$ cat src/rtl/trivium_pkg.sv
// Shared Trivium definitions for the encryptor/decryptor pair.
// Holds the state width, warm-up length, tap positions and the FSM encoding.
package trivium_pkg;

  localparam int unsigned STATE_W       = 288;
  localparam int unsigned WARMUP_ROUNDS = 1152;

  localparam int unsigned TAP_65  = 65;
  localparam int unsigned TAP_68  = 68;
  localparam int unsigned TAP_90  = 90;
  localparam int unsigned TAP_91  = 91;
  localparam int unsigned TAP_92  = 92;
  localparam int unsigned TAP_161 = 161;
  localparam int unsigned TAP_170 = 170;
  localparam int unsigned TAP_174 = 174;
  localparam int unsigned TAP_175 = 175;
  localparam int unsigned TAP_176 = 176;
  localparam int unsigned TAP_242 = 242;
  localparam int unsigned TAP_263 = 263;
  localparam int unsigned TAP_285 = 285;
  localparam int unsigned TAP_286 = 286;
  localparam int unsigned TAP_287 = 287;

  typedef enum logic [1:0] {
    IDLE   = 2'd0,
    WARMUP = 2'd1,
    RUN    = 2'd2
  } trivium_state_e;

endpackage

$ cat src/rtl/trivium_round.sv
// One combinational Trivium round.
// Ports:
//   s_in  : current 288-bit state
//   s_out : state after one round
//   z     : keystream bit produced by this round (taken before the shift)
module trivium_round
  import trivium_pkg::*;
(
  input  logic [STATE_W-1:0] s_in,
  output logic [STATE_W-1:0] s_out,
  output logic               z
);

  logic t_a;
  logic t_b;
  logic t_c;

  always_comb begin
    z   = s_in[TAP_65] ^ s_in[TAP_92] ^ s_in[TAP_161] ^ s_in[TAP_176] ^
          s_in[TAP_242] ^ s_in[TAP_287];
    t_a = s_in[TAP_242] ^ (s_in[TAP_285] & s_in[TAP_286]) ^ s_in[TAP_287] ^ s_in[TAP_68];
    t_b = s_in[TAP_65] ^ (s_in[TAP_90] & s_in[TAP_91]) ^ s_in[TAP_92] ^ s_in[TAP_170];
    t_c = s_in[TAP_161] ^ (s_in[TAP_174] & s_in[TAP_175]) ^ s_in[TAP_176] ^ s_in[TAP_263];
    // Each register shifts toward its MSB; its top bit falls off, the feedback enters at its LSB.
    s_out = {s_in[286:177], t_c, s_in[175:93], t_b, s_in[91:0], t_a};
  end

endmodule

$ cat src/rtl/trivium_decrypt.sv
// Streaming Trivium decryptor: key/IV load, 1152-round warm-up, then
// plaintext = ciphertext ^ keystream, W bits per accepted word.
// Optional macro TRIVIUM_BIT_COUNT_EN adds ks_count (saturating count of
// keystream bits consumed in RUN).
// Ports:
//   clk, reset        : clock, async active-high reset
//   start, key, iv    : load pulse and its key/IV
//   in_valid/in_ready/in_data    : ciphertext input, bit 0 earliest
//   out_valid/out_ready/out_data : plaintext output, bit 0 earliest
//   busy              : high in WARMUP and RUN
//   ks_count          : (TRIVIUM_BIT_COUNT_EN only) keystream bits consumed
module trivium_decrypt
  import trivium_pkg::*;
#(
  parameter int unsigned W = 8
) (
  input  logic         clk,
  input  logic         reset,
  input  logic         start,
  input  logic [79:0]  key,
  input  logic [79:0]  iv,
  input  logic         in_valid,
  output logic         in_ready,
  input  logic [W-1:0] in_data,
  output logic         out_valid,
  input  logic         out_ready,
  output logic [W-1:0] out_data,
  output logic         busy
`ifdef TRIVIUM_BIT_COUNT_EN
  ,
  output logic [31:0]  ks_count
`endif
);

  localparam logic [10:0] WARM_LAST = 11'(WARMUP_ROUNDS / W - 1);

  trivium_state_e     fsm_q, fsm_d;
  logic [STATE_W-1:0] state_q, state_d;
  logic [10:0]        cnt_q, cnt_d;
  logic               out_valid_q, out_valid_d;
  logic [W-1:0]       out_data_q, out_data_d;
  logic [STATE_W-1:0] state_nxt;
  logic [STATE_W-1:0] state_load;
  logic [W-1:0]       z;
  logic               in_hs;

  // Unrolled W rounds; block gi produces keystream bit gi.
  for (genvar gi = 0; gi < int'(W); gi++) begin : g_round
    logic [STATE_W-1:0] s_prev;
    logic [STATE_W-1:0] s_nxt;
    if (gi == 0) begin : g_first
      assign s_prev = state_q;
    end else begin : g_rest
      assign s_prev = g_round[gi-1].s_nxt;
    end
    trivium_round u_round (
      .s_in  (s_prev),
      .s_out (s_nxt),
      .z     (z[gi])
    );
  end
  assign state_nxt = g_round[W-1].s_nxt;

  assign state_load = {3'b111, 112'b0, iv, 13'b0, key};
  assign in_ready   = (fsm_q == RUN) && !start && (!out_valid_q || out_ready);
  assign in_hs      = in_valid && in_ready;
  assign out_valid  = out_valid_q;
  assign out_data   = out_data_q;
  assign busy       = (fsm_q != IDLE);

  always_comb begin
    fsm_d       = fsm_q;
    state_d     = state_q;
    cnt_d       = cnt_q;
    out_valid_d = out_valid_q;
    out_data_d  = out_data_q;
    if (start) begin
      state_d     = state_load;
      cnt_d       = '0;
      out_valid_d = 1'b0;
      fsm_d       = WARMUP;
    end else begin
      unique case (fsm_q)
        WARMUP: begin
          state_d = state_nxt;
          if (cnt_q == WARM_LAST) begin
            cnt_d = '0;
            fsm_d = RUN;
          end else begin
            cnt_d = cnt_q + 11'd1;
          end
        end
        RUN: begin
          if (in_hs) begin
            out_data_d  = in_data ^ z;
            out_valid_d = 1'b1;
            state_d     = state_nxt;
          end else if (out_valid_q && out_ready) begin
            out_valid_d = 1'b0;
          end
        end
        default: ;
      endcase
    end
  end

  always_ff @(posedge clk or posedge reset) begin
    if (reset) begin
      fsm_q       <= IDLE;
      state_q     <= '0;
      cnt_q       <= '0;
      out_valid_q <= 1'b0;
      out_data_q  <= '0;
    end else begin
      fsm_q       <= fsm_d;
      state_q     <= state_d;
      cnt_q       <= cnt_d;
      out_valid_q <= out_valid_d;
      out_data_q  <= out_data_d;
    end
  end

`ifdef TRIVIUM_BIT_COUNT_EN
  logic [31:0] ks_count_q, ks_count_d;
  logic [32:0] ks_sum;

  always_comb begin
    ks_sum     = {1'b0, ks_count_q} + 33'(W);
    ks_count_d = ks_count_q;
    if (start) begin
      ks_count_d = '0;
    end else if (in_hs) begin
      ks_count_d = ks_sum[32] ? '1 : ks_sum[31:0];
    end
  end

  always_ff @(posedge clk or posedge reset) begin
    if (reset) begin
      ks_count_q <= '0;
    end else begin
      ks_count_q <= ks_count_d;
    end
  end

  assign ks_count = ks_count_q;
`endif

endmodule
$ cat config.mk
export PLATFORM = sky130hd
export DESIGN_NAME = trivium_decrypt
export DESIGN_NICKNAME = d
export VERILOG_FILES = /design/src/rtl/trivium_pkg.sv /design/src/rtl/trivium_round.sv /design/src/rtl/trivium_decrypt.sv
export SDC_FILE = /design/constraint.sdc
export NUM_CORES = 1
export LEC_CHECK = 0
export BUFFER_PORTS_ARGS = -buffer_cell sky130_fd_sc_hd__buf_4
export CAP_MARGIN = 0
export CORE_ASPECT_RATIO = 0.6
export CORE_MARGIN = 2
export CORE_UTILIZATION = 57
export CTS_BUF_LIST = sky130_fd_sc_hd__clkbuf_16
export DETAILED_ROUTE_END_ITERATION = 8
export PLACE_DENSITY = 0.83
export SYNTH_ARGS = -nofsm -noshare
export SYNTH_HDL_FRONTEND = slang
export SYNTH_SLANG_ARGS = --single-unit
$ cat constraint.sdc
create_clock -name clk -period 11.3 [get_ports clk]
set_clock_uncertainty 0.05 [all_clocks]
set_input_delay 0.565 -clock clk [delete_from_list [all_inputs] [get_ports clk]]
set_output_delay 0.565 -clock clk [all_outputs]
set_load 0.03 [all_outputs]
==> impl_metrics.toml <==
[clocking]
htree_levels = 1
clk_latency_ns = 0.56
path_clk_slew_ns = 0.07
cts-buffers-inserted = 27
clockBufferDepth = 3
ctsHoldBuffers = 0
cts_resized = 0
cts_setup_buffers = 0
cts-root-buf = "clkbuf_16"
cts_sinks = 310
cts_tree = "yes"

[sta]
slew_violations = 0
rsz0062_at_grt = "false"
setup_slack_ns = 7.093
tns_ns = 0
fmax_ghz = 0.2377
hold_viol = 0
tightest_slew_ns = 1.113
period_minus_slack_ns = 4.207
finalCritPeriodShare_pct = 37.23
relSlewSlack_pct = 25.78
whs_ns = 0.07295
setup_viol = 0

[placed_design]
place_ws_ns = 6.991
dp_cells = 1855
place.gp.congestion = 0.8168
place_hpwl_mm = 22.71
io_buffers = 183

[logic_synthesis]
synth_area_um2 = 14720
avgSynthCellArea_um2 = 10.29
ys_ff_latch = 310
ys_seq_area_share_pct = 52.69
synth-edff-count = 0
yosysWarnings = 0
syn-num-nets = 1605
syn_inst = 1431
ys_async_sr_fraction_pct = 100.0
yosys-top-cells-area = "dfrtp_1 53%, mux2i_1 11%, nand2_1 7.9%"
yosys.area.top_type = "dfrtp_1"
synth_top_area_share_pct = 52.69
ys_types = 38
synthFlopType = "dfrtp_1"

[route]
drc_errors = 0
post_drt_wl_per_cell_um = 17.34
drt_wl_total_mm = 33.00
routed-via-count = 10388
drt_iter0_markers = 921
drtAntennaViolNets = 0
dr.pass1.iters = 5
avgViaCountPerCell = 5.459

[setup_path]
cpMostUsedCell = "buf_4"
crit_buf_inv = 3
cp-end-kind = "flip-flop"
path_cells = "nor2b_1 > a311oi_4 > buf_4 > buf_4 > buf_4 > o21ai_0"
path_max_fanout = 134
crit_type = "flip-flop to flip-flop"
arrival_ns = 4.54
r2r_cells = 6
crit_path_top_delay_cell = "buf_4"
crit_required_ns = 11.63
reg2reg_to = "g_round[0].s_prev[92]$_DFFE_PP0P_"
start_kind = "flip-flop"
worst_path_largest_cell_delay_ns = 0.97
r2r_start = "fsm_q[0]$_DFFE_PP0P_"
path_delay_family = "buffers and inverters"
r2r_slack_ns = 7.09

[floorplanning]
die_w_um = 211.5
start_util_pct = 58.11
die_y_um = 128.5
row_count = 45
io_pins = 184
dieArea_um2 = 27170
core_um2 = 25340

[final_layout]
layout.nets = 1729
syn2layout_area_growth_pct = 14.89
drive_gt1_share_pct = 15.65
final_cell_mix = "310 x nand2_1, 310 x dfrtp_1, 193 x buf_4"
fin_cells = 1903

[power]
pwr-share-clk_pct = 33.0
p_int_uw = 2040
switching_share_pct = 28.09
p_total_uw = 2837
vdd_ir_drop_max_uv = 144.8
pwr-share-seq_pct = 47.9
powerDensity_nw_per_um2 = 167.7
comb_power_share_pct = 19.1
p_leak_uw = 0.007739
power.switching_uw = 796.9

[global_route]
grt_use_total_pct = 24.67
grt_max_degree = 135
grt_overflow = 0
grt_pass1_vias = 9916
antenna_found_initial = 1
grt_pass1_wl_mm = 52.58

[flow_run]
maxCapViolCount = 0

[outcome]
outcome = "complete, no violations"

[min_path]
hold_class = "input pin to asynchronous set/reset pin"
[kinds of logic after synthesis]
family	after synthesis	synth area share, %
xor gates and xnor gates	85	6.688
AOI/OAI and AO/OA	306	10.84
DFF	310	52.69
and+or+nand+nor	458	14.06
muxes	170	11.63
adders and majority gates	1	0.08497
buffers and inverters	101	3.994
[area by class of cell]
| type | instances | area [µm²] |
|---|---|---|
| Multi-Input combinational cell | 1020 | 6389 |
| Sequential cell | 310 | 7757 |
| Tap cell | 329 | 411.6 |
| Clock buffer | 27 | 675.6 |
| Antenna cell | 2 | 5.005 |
| Timing Repair Buffer | 194 | 1464 |
| Clock inverter | 19 | 197.7 |
| Inverter | 2 | 15.01 |
| Fill cell | 1920 | 8422 |
[cell usage after synthesis, drive strengths merged (2+ instances only)]
library cell and n:
a22o 9, nor3 2, o21ai 284, nand2b 118
a21oi 5, mux2i 161, and4 2, inv 2
xor2 5, nor2b 3, xnor2 64, buf 52
or3 3, nand2 310, clkbuf 47, dfrtp 310
o2111ai 2, xor3 16, nand3 2, nor2 12
mux2 9, o211ai 2
[state kept, by name, indices dropped and copies added, names as in the netlist]
name            flops
fsm_q               2
out_data            8
g_round.s_prev    288
cnt_q              11
out_valid           1
[metrics by stage]
stage               util [%]  area [µm²]
floorplan                  -       14720
CTS                    66.74       16910
global placement       63.29       16040
finish                 66.76       16920
detailed placement     63.29       16040
global route           66.74       16910
[metal layers]
layer	vias up	wire length [µm]	global-route usage, %
li1	5041	-	-
met1	5024	15420	37.28
met2	278	14260	36.11
met3	45	2714	6.712
met4	0	600	4.764
met5	-	0	0
[worst max path at each step]
stage	start	end	slack, ns	depth (start not counted)
final	fsm_q[0]$_DFFE_PP0P_	g_round[0].s_prev[92]$_DFFE_PP0P_	7.09	6
after global routing	fsm_q[0]$_DFFE_PP0P_	g_round[0].s_prev[20]$_DFFE_PP0P_	6.72	6
after CTS	fsm_q[0]$_DFFE_PP0P_	g_round[0].s_prev[20]$_DFFE_PP0P_	7.18	6
after detailed placement	out_ready	g_round[0].s_prev[92]$_DFFE_PP0P_	6.99	7
after global placement	out_ready	g_round[0].s_prev[21]$_DFFE_PP0P_	7.10	7
after floorplan	reset	cnt_q[0]$_DFFE_PP0P_	2.11	1
[worst reg2reg max path, delay by kind of cell (launching register included)]
family | cells | cell delay, ns
compound gates | 2 | 0.62
simple gates | 1 | 0.26
buf+inv | 3 | 2.71
flops | 1 | 0.41
[power by group through the flow]
stage | registers (µW) | clock network, µW | logic (µW)
finish | 1360 | 935 | 543
global route | 1380 | 992 | 597
CTS | 1360 | 952 | 548
detailed placement | 1380 | 0 | 544
global placement | 1370 | 0 | 528
floorplan | 1370 | 0 | 373
No activity file was read; power rests on OpenSTA's default activity.
